==> src/rtl/branch_sequencer_pkg.sv <==
// Shared definitions for the branch sequencer.
//   state_t    : step encoding T0..T6 (3 bits, value 7 unused)
//   BRANCH_OP  : IR[31:27] value identifying a conditional branch
//   CNT_W      : width of the branch statistics counters
package branch_sequencer_pkg;

  typedef enum logic [2:0] {
    T0 = 3'd0,
    T1 = 3'd1,
    T2 = 3'd2,
    T3 = 3'd3,
    T4 = 3'd4,
    T5 = 3'd5,
    T6 = 3'd6
  } state_t;

  localparam logic [4:0] BRANCH_OP = 5'b10010;
  localparam int         CNT_W     = 16;

endpackage

==> src/rtl/branch_sequencer_sat.sv <==
// Saturating up-counter used for the branch statistics.
// Ports:
//   clk   : rising-edge clock
//   clr   : asynchronous active-high clear (count -> 0)
//   en    : count up by one this cycle
//   count : current value; sticks at all-ones, never wraps
module sat_counter16
  import branch_sequencer_pkg::*;
#(
  parameter int W = CNT_W
) (
  input  logic         clk,
  input  logic         clr,
  input  logic         en,
  output logic [W-1:0] count
);

  always_ff @(posedge clk or posedge clr) begin
    if (clr) begin
      count <= '0;
    end else if (en && (count != '1)) begin
      count <= count + W'(1);
    end
  end

endmodule

==> src/rtl/branch_sequencer.sv <==
// Control-step sequencer for the conditional-branch instruction.
// Walks T0..T6, decoding the control strobes for each step; a non-branch
// opcode at T3 pulses illegal_op and returns to T0. Counts taken and
// not-taken branches with saturating 16-bit counters.
// Ports:
//   clk, clr          : clock, asynchronous active-high reset
//   run               : sequencing permitted (sampled in T0 only)
//   mem_ready         : memory read data valid (looked at in T1 only)
//   IR                : instruction register contents
//   CON               : branch condition flag (consumed in T6)
//   PCout..ADD        : control strobes
//   c2                : condition select, IR[20:19]
//   state             : current step 0..6
//   illegal_op        : pulse in T3 for a non-branch opcode
//   taken_cnt         : number of taken branches (saturating)
//   not_taken_cnt     : number of not-taken branches (saturating)
module branch_sequencer
  import branch_sequencer_pkg::*;
(
  input  logic             clk,
  input  logic             clr,
  input  logic             run,
  input  logic             mem_ready,
  input  logic [31:0]      IR,
  input  logic             CON,
  output logic             PCout,
  output logic             MARin,
  output logic             IncPC,
  output logic             Zin,
  output logic             Zlowout,
  output logic             PCin,
  output logic             Read,
  output logic             MDRin,
  output logic             MDRout,
  output logic             IRin,
  output logic             Gra,
  output logic             Rout,
  output logic             CONin,
  output logic             Yin,
  output logic             Cout,
  output logic             ADD,
  output logic [1:0]       c2,
  output logic [2:0]       state,
  output logic             illegal_op,
  output logic [CNT_W-1:0] taken_cnt,
  output logic [CNT_W-1:0] not_taken_cnt
);

  state_t state_q;
  // High only during the first cycle spent in T1, so PCin is not
  // repeated while a memory read stalls.
  logic   t1_first;
  logic   is_branch;
  logic   taken_en;
  logic   not_taken_en;

  // Only the opcode and condition-select fields matter here.
  logic   unused_ir;
  assign unused_ir = ^{IR[26:21], IR[18:0]};

  assign is_branch = (IR[31:27] == BRANCH_OP);
  assign c2        = IR[20:19];
  assign state     = state_q;

  always_ff @(posedge clk or posedge clr) begin
    if (clr) begin
      state_q  <= T0;
      t1_first <= 1'b0;
    end else begin
      t1_first <= 1'b0;
      case (state_q)
        T0: begin
          if (run) begin
            state_q  <= T1;
            t1_first <= 1'b1;
          end
        end
        T1:      if (mem_ready) state_q <= T2;
        T2:      state_q <= T3;
        T3:      state_q <= is_branch ? T4 : T0;
        T4:      state_q <= T5;
        T5:      state_q <= T6;
        T6:      state_q <= T0;
        default: state_q <= T0;
      endcase
    end
  end

  // Strobes are decoded from the current step; clr masks everything so
  // nothing is driven while reset is held, T0 strobes included.
  always_comb begin
    PCout      = 1'b0;
    MARin      = 1'b0;
    IncPC      = 1'b0;
    Zin        = 1'b0;
    Zlowout    = 1'b0;
    PCin       = 1'b0;
    Read       = 1'b0;
    MDRin      = 1'b0;
    MDRout     = 1'b0;
    IRin       = 1'b0;
    Gra        = 1'b0;
    Rout       = 1'b0;
    CONin      = 1'b0;
    Yin        = 1'b0;
    Cout       = 1'b0;
    ADD        = 1'b0;
    illegal_op = 1'b0;
    if (!clr) begin
      case (state_q)
        T0: begin
          PCout = run;
          MARin = run;
          IncPC = run;
          Zin   = run;
        end
        T1: begin
          Zlowout = 1'b1;
          Read    = 1'b1;
          MDRin   = 1'b1;
          PCin    = t1_first;
        end
        T2: begin
          MDRout = 1'b1;
          IRin   = 1'b1;
        end
        T3: begin
          if (is_branch) begin
            Gra   = 1'b1;
            Rout  = 1'b1;
            CONin = 1'b1;
          end else begin
            illegal_op = 1'b1;
          end
        end
        T4: begin
          PCout = 1'b1;
          Yin   = 1'b1;
        end
        T5: begin
          Cout = 1'b1;
          ADD  = 1'b1;
          Zin  = 1'b1;
        end
        T6: begin
          Zlowout = 1'b1;
          PCin    = CON;
        end
        default: ;
      endcase
    end
  end

  assign taken_en     = (state_q == T6) && CON;
  assign not_taken_en = (state_q == T6) && !CON;

  sat_counter16 #(.W(CNT_W)) u_taken (
    .clk   (clk),
    .clr   (clr),
    .en    (taken_en),
    .count (taken_cnt)
  );

  sat_counter16 #(.W(CNT_W)) u_not_taken (
    .clk   (clk),
    .clr   (clr),
    .en    (not_taken_en),
    .count (not_taken_cnt)
  );

endmodule

==> config.mk <==
export PLATFORM = sky130hd
export DESIGN_NAME = branch_sequencer
export DESIGN_NICKNAME = d
export VERILOG_FILES = /design/src/rtl/branch_sequencer_pkg.sv /design/src/rtl/branch_sequencer_sat.sv /design/src/rtl/branch_sequencer.sv
export SDC_FILE = /design/constraint.sdc
export NUM_CORES = 1
export LEC_CHECK = 0
export ABC_AREA = 1
export CAP_MARGIN = 25
export CELL_PAD_IN_SITES_DETAIL_PLACEMENT = 0
export CELL_PAD_IN_SITES_GLOBAL_PLACEMENT = 1
export CORE_UTILIZATION = 30
export CTS_CLUSTER_SIZE = 14
export DETAILED_ROUTE_END_ITERATION = 16
export DONT_BUFFER_PORTS = 1
export PLACE_DENSITY = 0.65
export SYNTH_ARGS = -nofsm -noshare
export SYNTH_HDL_FRONTEND = slang
export SYNTH_SLANG_ARGS = --single-unit
==> constraint.sdc <==
create_clock -name clk -period 4.9 [get_ports clk]
set_clock_uncertainty 0.05 [all_clocks]
set_input_delay 1.47 -clock clk [delete_from_list [all_inputs] [get_ports clk]]
set_output_delay 1.47 -clock clk [all_outputs]
set_load 0.03 [all_outputs]
==> results of run 1 <==
==> cells by family (layout without fill, tap and decap cells) <==
family	after synthesis	count (layout)	synth area share
xor gates and xnor gates	12	12	0.0451
adders and majority gates	2	2	0.0107
and+or+nand+nor	212	212	0.395
buffers and inverters	50	54	0.104
DFF	36	36	0.386
AOI/OAI and AO/OA	25	25	0.0596
==> cell usage in the layout, fill, tap and decap left out <==
cell type	Yosys	final
a21oi_1	3	3
and2b_1	1	1
buf_4	8	9
bufinv_16	0	1
clkbuf_8	0	5
clkinv_1	1	1
clkinv_2	0	1
clkinvlp_4	0	1
dfrtp_1	36	36
ha_1	2	2
inv_1	34	34
inv_2	2	2
nand2_1	124	124
nand2_2	8	8
nand3_1	18	18
nand3b_1	2	2
nand4_1	11	11
nor2_1	39	38
nor2_2	3	4
nor2_4	4	4
nor3_1	1	1
nor3b_1	1	1
o21ai_0	13	13
o21ai_1	6	6
o21ai_4	1	1
o22ai_1	2	2
xnor2_1	9	9
xor2_1	3	3
==> state kept, by name, summed over array words and instances, names as in the netlist <==
register	count
state	3
t1_first	1
u_not_taken.count	16
u_taken.count	16
==> how the worst max path moves through the flow <==
stage | start | endpoint | slack (ns) | depth (start not counted)
3_5_place_dp | IR[30] | CONin | 1.03 | 6
4_1_cts | IR[30] | CONin | 1.03 | 6
5_1_grt | IR[30] | CONin | 0.93 | 6
6_report | IR[30] | CONin | 1.05 | 6
3_3_place_gp | IR[30] | Gra | 1.07 | 6
2_1_floorplan | clr | PCin | 0.05 | 6
==> worst min-delay path, cell delays in order (launching register included) <==
cell and delay, ns:
dfrtp_1 0.52, nand2_1 0.12, nand2_1 0.04
==> layout make-up <==
class                   count  area, µm²  area share
repair buffers              9       67.6      0.0267
inverters                  37        139      0.0548
clock inverters             3       42.5      0.0168
flip-flops and latches     36        901       0.356
clock buffers               5       68.8      0.0272
multi-input cells         251       1190       0.470
well taps                  99        124      0.0489
==> synth_stat cells (all sizes together) <==
cell and number:
xnor2 9, nor3 1, nand3 18, a21oi 3, nand3b 2, o21ai 20
nor2 46, nand2 132, nor3b 1, and2b 1, xor2 3, dfrtp 36
inv 36, clkbuf 1, ha 2, o22ai 2, clkinv 1, nand4 11
buf 12
==> routing by layer <==
layer	vias to the layer above	share of wire	wire length (µm)
met2	51	0.44	2440
met5	-	0	0
li1	1050	-	-
met3	5	0.054	297
met1	910	0.50	2770
met4	0	0.0081	45
==> power groups by stage <==
| stage | Combinational, mW | Sequential [mW] | Clock (mW) |
|---|---|---|---|
| detailed placement | 0.204 | 0.480 | 0 |
| global placement | 0.200 | 0.480 | 0 |
| floorplan | 0.175 | 0.463 | 0 |
| global route | 0.236 | 0.482 | 0.295 |
| CTS | 0.205 | 0.474 | 0.286 |
| finish | 0.204 | 0.473 | 0.272 |
==> impl_metrics.yaml, run 1 <==
worst_setup_path:
  cp_num_buf_inv: 1
  crit_family: "simple AND/OR/NAND/NOR gates"
  worstPathCellList: "nor2_1, nand2_1, nor3b_1, nand2_1, nor2_2, buf_4"
  ff2ff_setup_slack_ns: 2.69
  crit_slowest_cell: "buf_4"
  worstSetupPathType: "input pin to primary output"
  crit_path_max_fanout: 3
  end_kind: "primary output"
  critPathLaunchType: "input pin"
  crit_top_cell: "nand2_1"
  cpPeakStageDelay_ns: 0.27
  r2r-start: "u_taken.count[0]"
  worstPathRequired_ns: 3.38
  rr_worst_depth: 8
  arrival_ns: 2.33
  r2r_end: "u_taken.count[9]"
floorplan:
  coreArea_um2: 7370
  die_y_um: 90.1
  initial_utilization: 0.316
  die-width_um: 90.1
  rows: 31
  dieArea_um2: 8130
  io_pins: 91
timing:
  setup_tns_ns: 0
  layout_min_cycle_time_ns: 3.85
  setup_violations: 0
  fin_crit_sh: 0.786
  timing.fmax_ghz: 0.260
  worstMarginPinSlew_ns: 0.798
  whs_ns: 0.663
  rsz0062_at_grt: "false"
  maxSlewViolCount: 0
  finalHoldViolCount: 0
  layout_setup_ws_ns: 1.05
  slew_headroom: 0.466
grt:
  met2_usage: 0.231
  grt_max_degree: 34
  grt_pass1_wl_um: 9540
  grt_usage: 0.145
  grt_pass1_vias: 1946
  grt.met3_usage: 0.0423
  antenna_found_initial: 0
  grt_overflow: 0
  grt_util_met1: 0.192
  top_usage_layer: "met2"
yosys:
  synth_nets: 376
  ys_seq_elements: 36
  yosysUniqueCellTypes: 27
  synth.avg_cell_area_um2: 6.92
  synth_top_area_cell: "dfrtp_1"
  yosysSeqAreaShare: 0.386
  yosysTopAreaCellShare: 0.386
  ys_warn_count: 0
  synthCells: 337
  synth_area_leaders: "dfrtp_1 39%, nand2_1 20%, nor2_1 6.3%"
  synth_area_um2: 2330
placement:
  dpl_worst_slack_ns: 1.03
  dp_cells: 432
  hpwl_um: 4010
  gp_congestion: 0.748
  place_area_um2: 2420
  io_buffers: 0
power:
  p_seq_frac: 0.498
  power_density_nw_per_um2: 374
  switching_share: 0.420
  power_uw: 949
  leakage_nw: 1.13
  vdd_ir_drop_max_mv: 0.224
  p_clk_frac: 0.287
  power.internal_uw: 551
  power_frac_comb: 0.215
  p_switching_uw: 398
route:
  finalWirelength_um: 5550
  vias_per_cell: 4.58
  drt_iter0_markers: 95
  drc: 0
  wl_per_cell_um: 12.6
  vias: 2016
  ant_nets: 0
  first_pass_iters: 4
clocking:
  clkTransAtPathRegs_ns: 0.09
  cts_hold_buf: 0
  htreeDepth: 2
  cts_tree: "built"
  cts_buffer_depth: 2
  clk_latency_ns: 0.29
  clock-sinks: 36
  postCtsSetupRepairBufs: 0
  root_buffer: "clkbuf_8"
  cts_buffers: 5
  ctsResizeCount: 0
layout:
  area_delta_synth_final_pct: 8.70
  fin_nets: 379
  diodes: 0
  instances_no_fill: 440
  stdcell_area_um2: 2530
  layout-drive-gt1-share: 0.106
  final_util: 0.344
  fill_cells: 804
run:
  cap_violations: 0
min_path:
  hp-start: "u_taken.count[15]"
  hold_end: "u_taken.count[15]"
  hold_depth: 2
  hold_class: "flop to flop"
run_status:
  status: "complete, no violations"
Note: power is estimated with default switching activity, not from simulation.
==> run 2, diff against run 1 <==
clock period = 3.75 ns   (was 4.9 ns; I/O delays follow)
==> impl_metrics.yaml, run 2 (same netlist as run 1, synthesis figures left out) <==
layout:
  final_util: 0.342
  stdcell_area_um2: 2520
  fin_nets: 378
  final_cell_mix: "124 x nand2_1, 38 x nor2_1, 36 x dfrtp_1, 33 x inv_1, 17 x nand3_1"
  multiInputGateArea_um2: 1200
  diodes: 0
  fill_cells: 829
  area_delta_synth_final_pct: 8.16
  regArea_um2: 901
  layout-drive-gt1-share: 0.109
  final_common_cell: "nand2_1"
clocking:
  cts_buffer_depth: 2
  clkTransAtPathRegs_ns: 0.08
  clock-sinks: 36
  clk_latency_ns: 0.29
  cts_hold_buf: 0
  htreeDepth: 2
  root_buffer: "clkbuf_8"
  cts_buffers: 5
  cts_tree: "built"
  postCtsSetupRepairBufs: 0
  ctsResizeCount: 0
grt:
  antenna_found_initial: 0
  grt_overflow: 0
  grt_usage: 0.140
  grt_pass1_wl_um: 9210
  grt_max_degree: 25
  grt_pass1_vias: 1878
worst_setup_path:
  worstSetupPathType: "flop to primary output"
  end_kind: "primary output"
  rr_worst_depth: 8
  worstPathRequired_ns: 2.57
  arrival_ns: 2.00
  critPathLaunchType: "flop"
  crit_path_max_fanout: 4
placement:
  dpl_worst_slack_ns: 0.589
  io_buffers: 0
  hpwl_um: 4010
  gp_congestion: 0.714
  place_area_um2: 2430
timing:
  setup_violations: 0
  fin_crit_sh: 0.846
  layout_min_cycle_time_ns: 3.17
  timing.fmax_ghz: 0.315
  setup_tns_ns: 0
  whs_ns: 0.626
  layout_setup_ws_ns: 0.576
  maxSlewViolCount: 0
  rsz0062_at_grt: "false"
  slew_headroom: 0.450
  worstMarginPinSlew_ns: 0.822
  finalHoldViolCount: 0
floorplan:
  rows: 31
  die-width_um: 90.1
  io_pins: 91
  die_y_um: 90.1
  dieArea_um2: 8130
  coreArea_um2: 7370
  initial_utilization: 0.316
run_status:
  status: "complete, no violations"
route:
  ant_nets: 0
  vias: 2018
  vias_per_cell: 4.60
  first_pass_iters: 4
  finalWirelength_um: 5450
  drc: 0
  wl_per_cell_um: 12.4
  drt_iter0_markers: 44
power:
  power_frac_comb: 0.221
  vdd_ir_drop_max_mv: 0.238
  power_density_nw_per_um2: 470
  p_clk_frac: 0.257
  p_switching_uw: 514
  switching_share: 0.433
  leakage_nw: 1.11
  p_seq_frac: 0.521
  power.internal_uw: 672
min_path:
  hold_class: "input pin to asynchronous set/reset pin"
run:
  cap_violations: 0
run 2: per-layer routing:
layer / vias to the layer above / track usage / wire [µm] / part of all wire
li1: 1052 / - / - / -
met1: 907 / 0.179 / 2660 / 0.49
met2: 52 / 0.226 / 2410 / 0.44
met3: 7 / 0.0406 / 326 / 0.060
met4: 0 / 0.0430 / 56 / 0.010
met5: - / 0 / 0 / 0
run 2: area by class of cell:
type	count	share of cell area
clock buffer	7	0.0342
clock inverter	1	0.00298
timing repair buffer	8	0.0238
inverter	37	0.0566
multi-input combinational	251	0.476
sequential	36	0.357
tap	99	0.0491
run 2: power groups by stage:
stage | logic [mW] | clock network (mW) | registers [mW]
2_1_floorplan | 0.232 | 0 | 0.605
3_3_place_gp | 0.263 | 0 | 0.628
3_5_place_dp | 0.265 | 0 | 0.629
4_1_cts | 0.267 | 0.318 | 0.620
5_1_grt | 0.297 | 0.332 | 0.630
6_report | 0.263 | 0.305 | 0.618
run 2: worst paths after layout:
path,startpoint,endpoint,slack [ns]
setup / recovery,state[0],Zin,0.58
hold / removal,clr,u_not_taken.count[8],0.63
setup reg to reg,u_taken.count[0],u_taken.count[9],1.56
hold reg to reg,u_taken.count[15],u_taken.count[15],0.66
max in group asynchronous,clr,u_taken.count[3],2.38
min in group clk,u_taken.count[15],u_taken.count[15],0.66
run 2: per-stage QoR:
stage          cells  total power [mW]
3_3_place_gp     431             0.891
5_1_grt          439              1.26
6_report         439              1.19
3_5_place_dp     431             0.894
4_1_cts          439              1.20
2_1_floorplan    337             0.838
run 2: critical path, stage by stage (launching register included):
cell and delay [ns]:
dfrtp_1 0.60, inv_1 0.12, nor2_1 0.27, nand2_1 0.15, a21oi_1 0.58
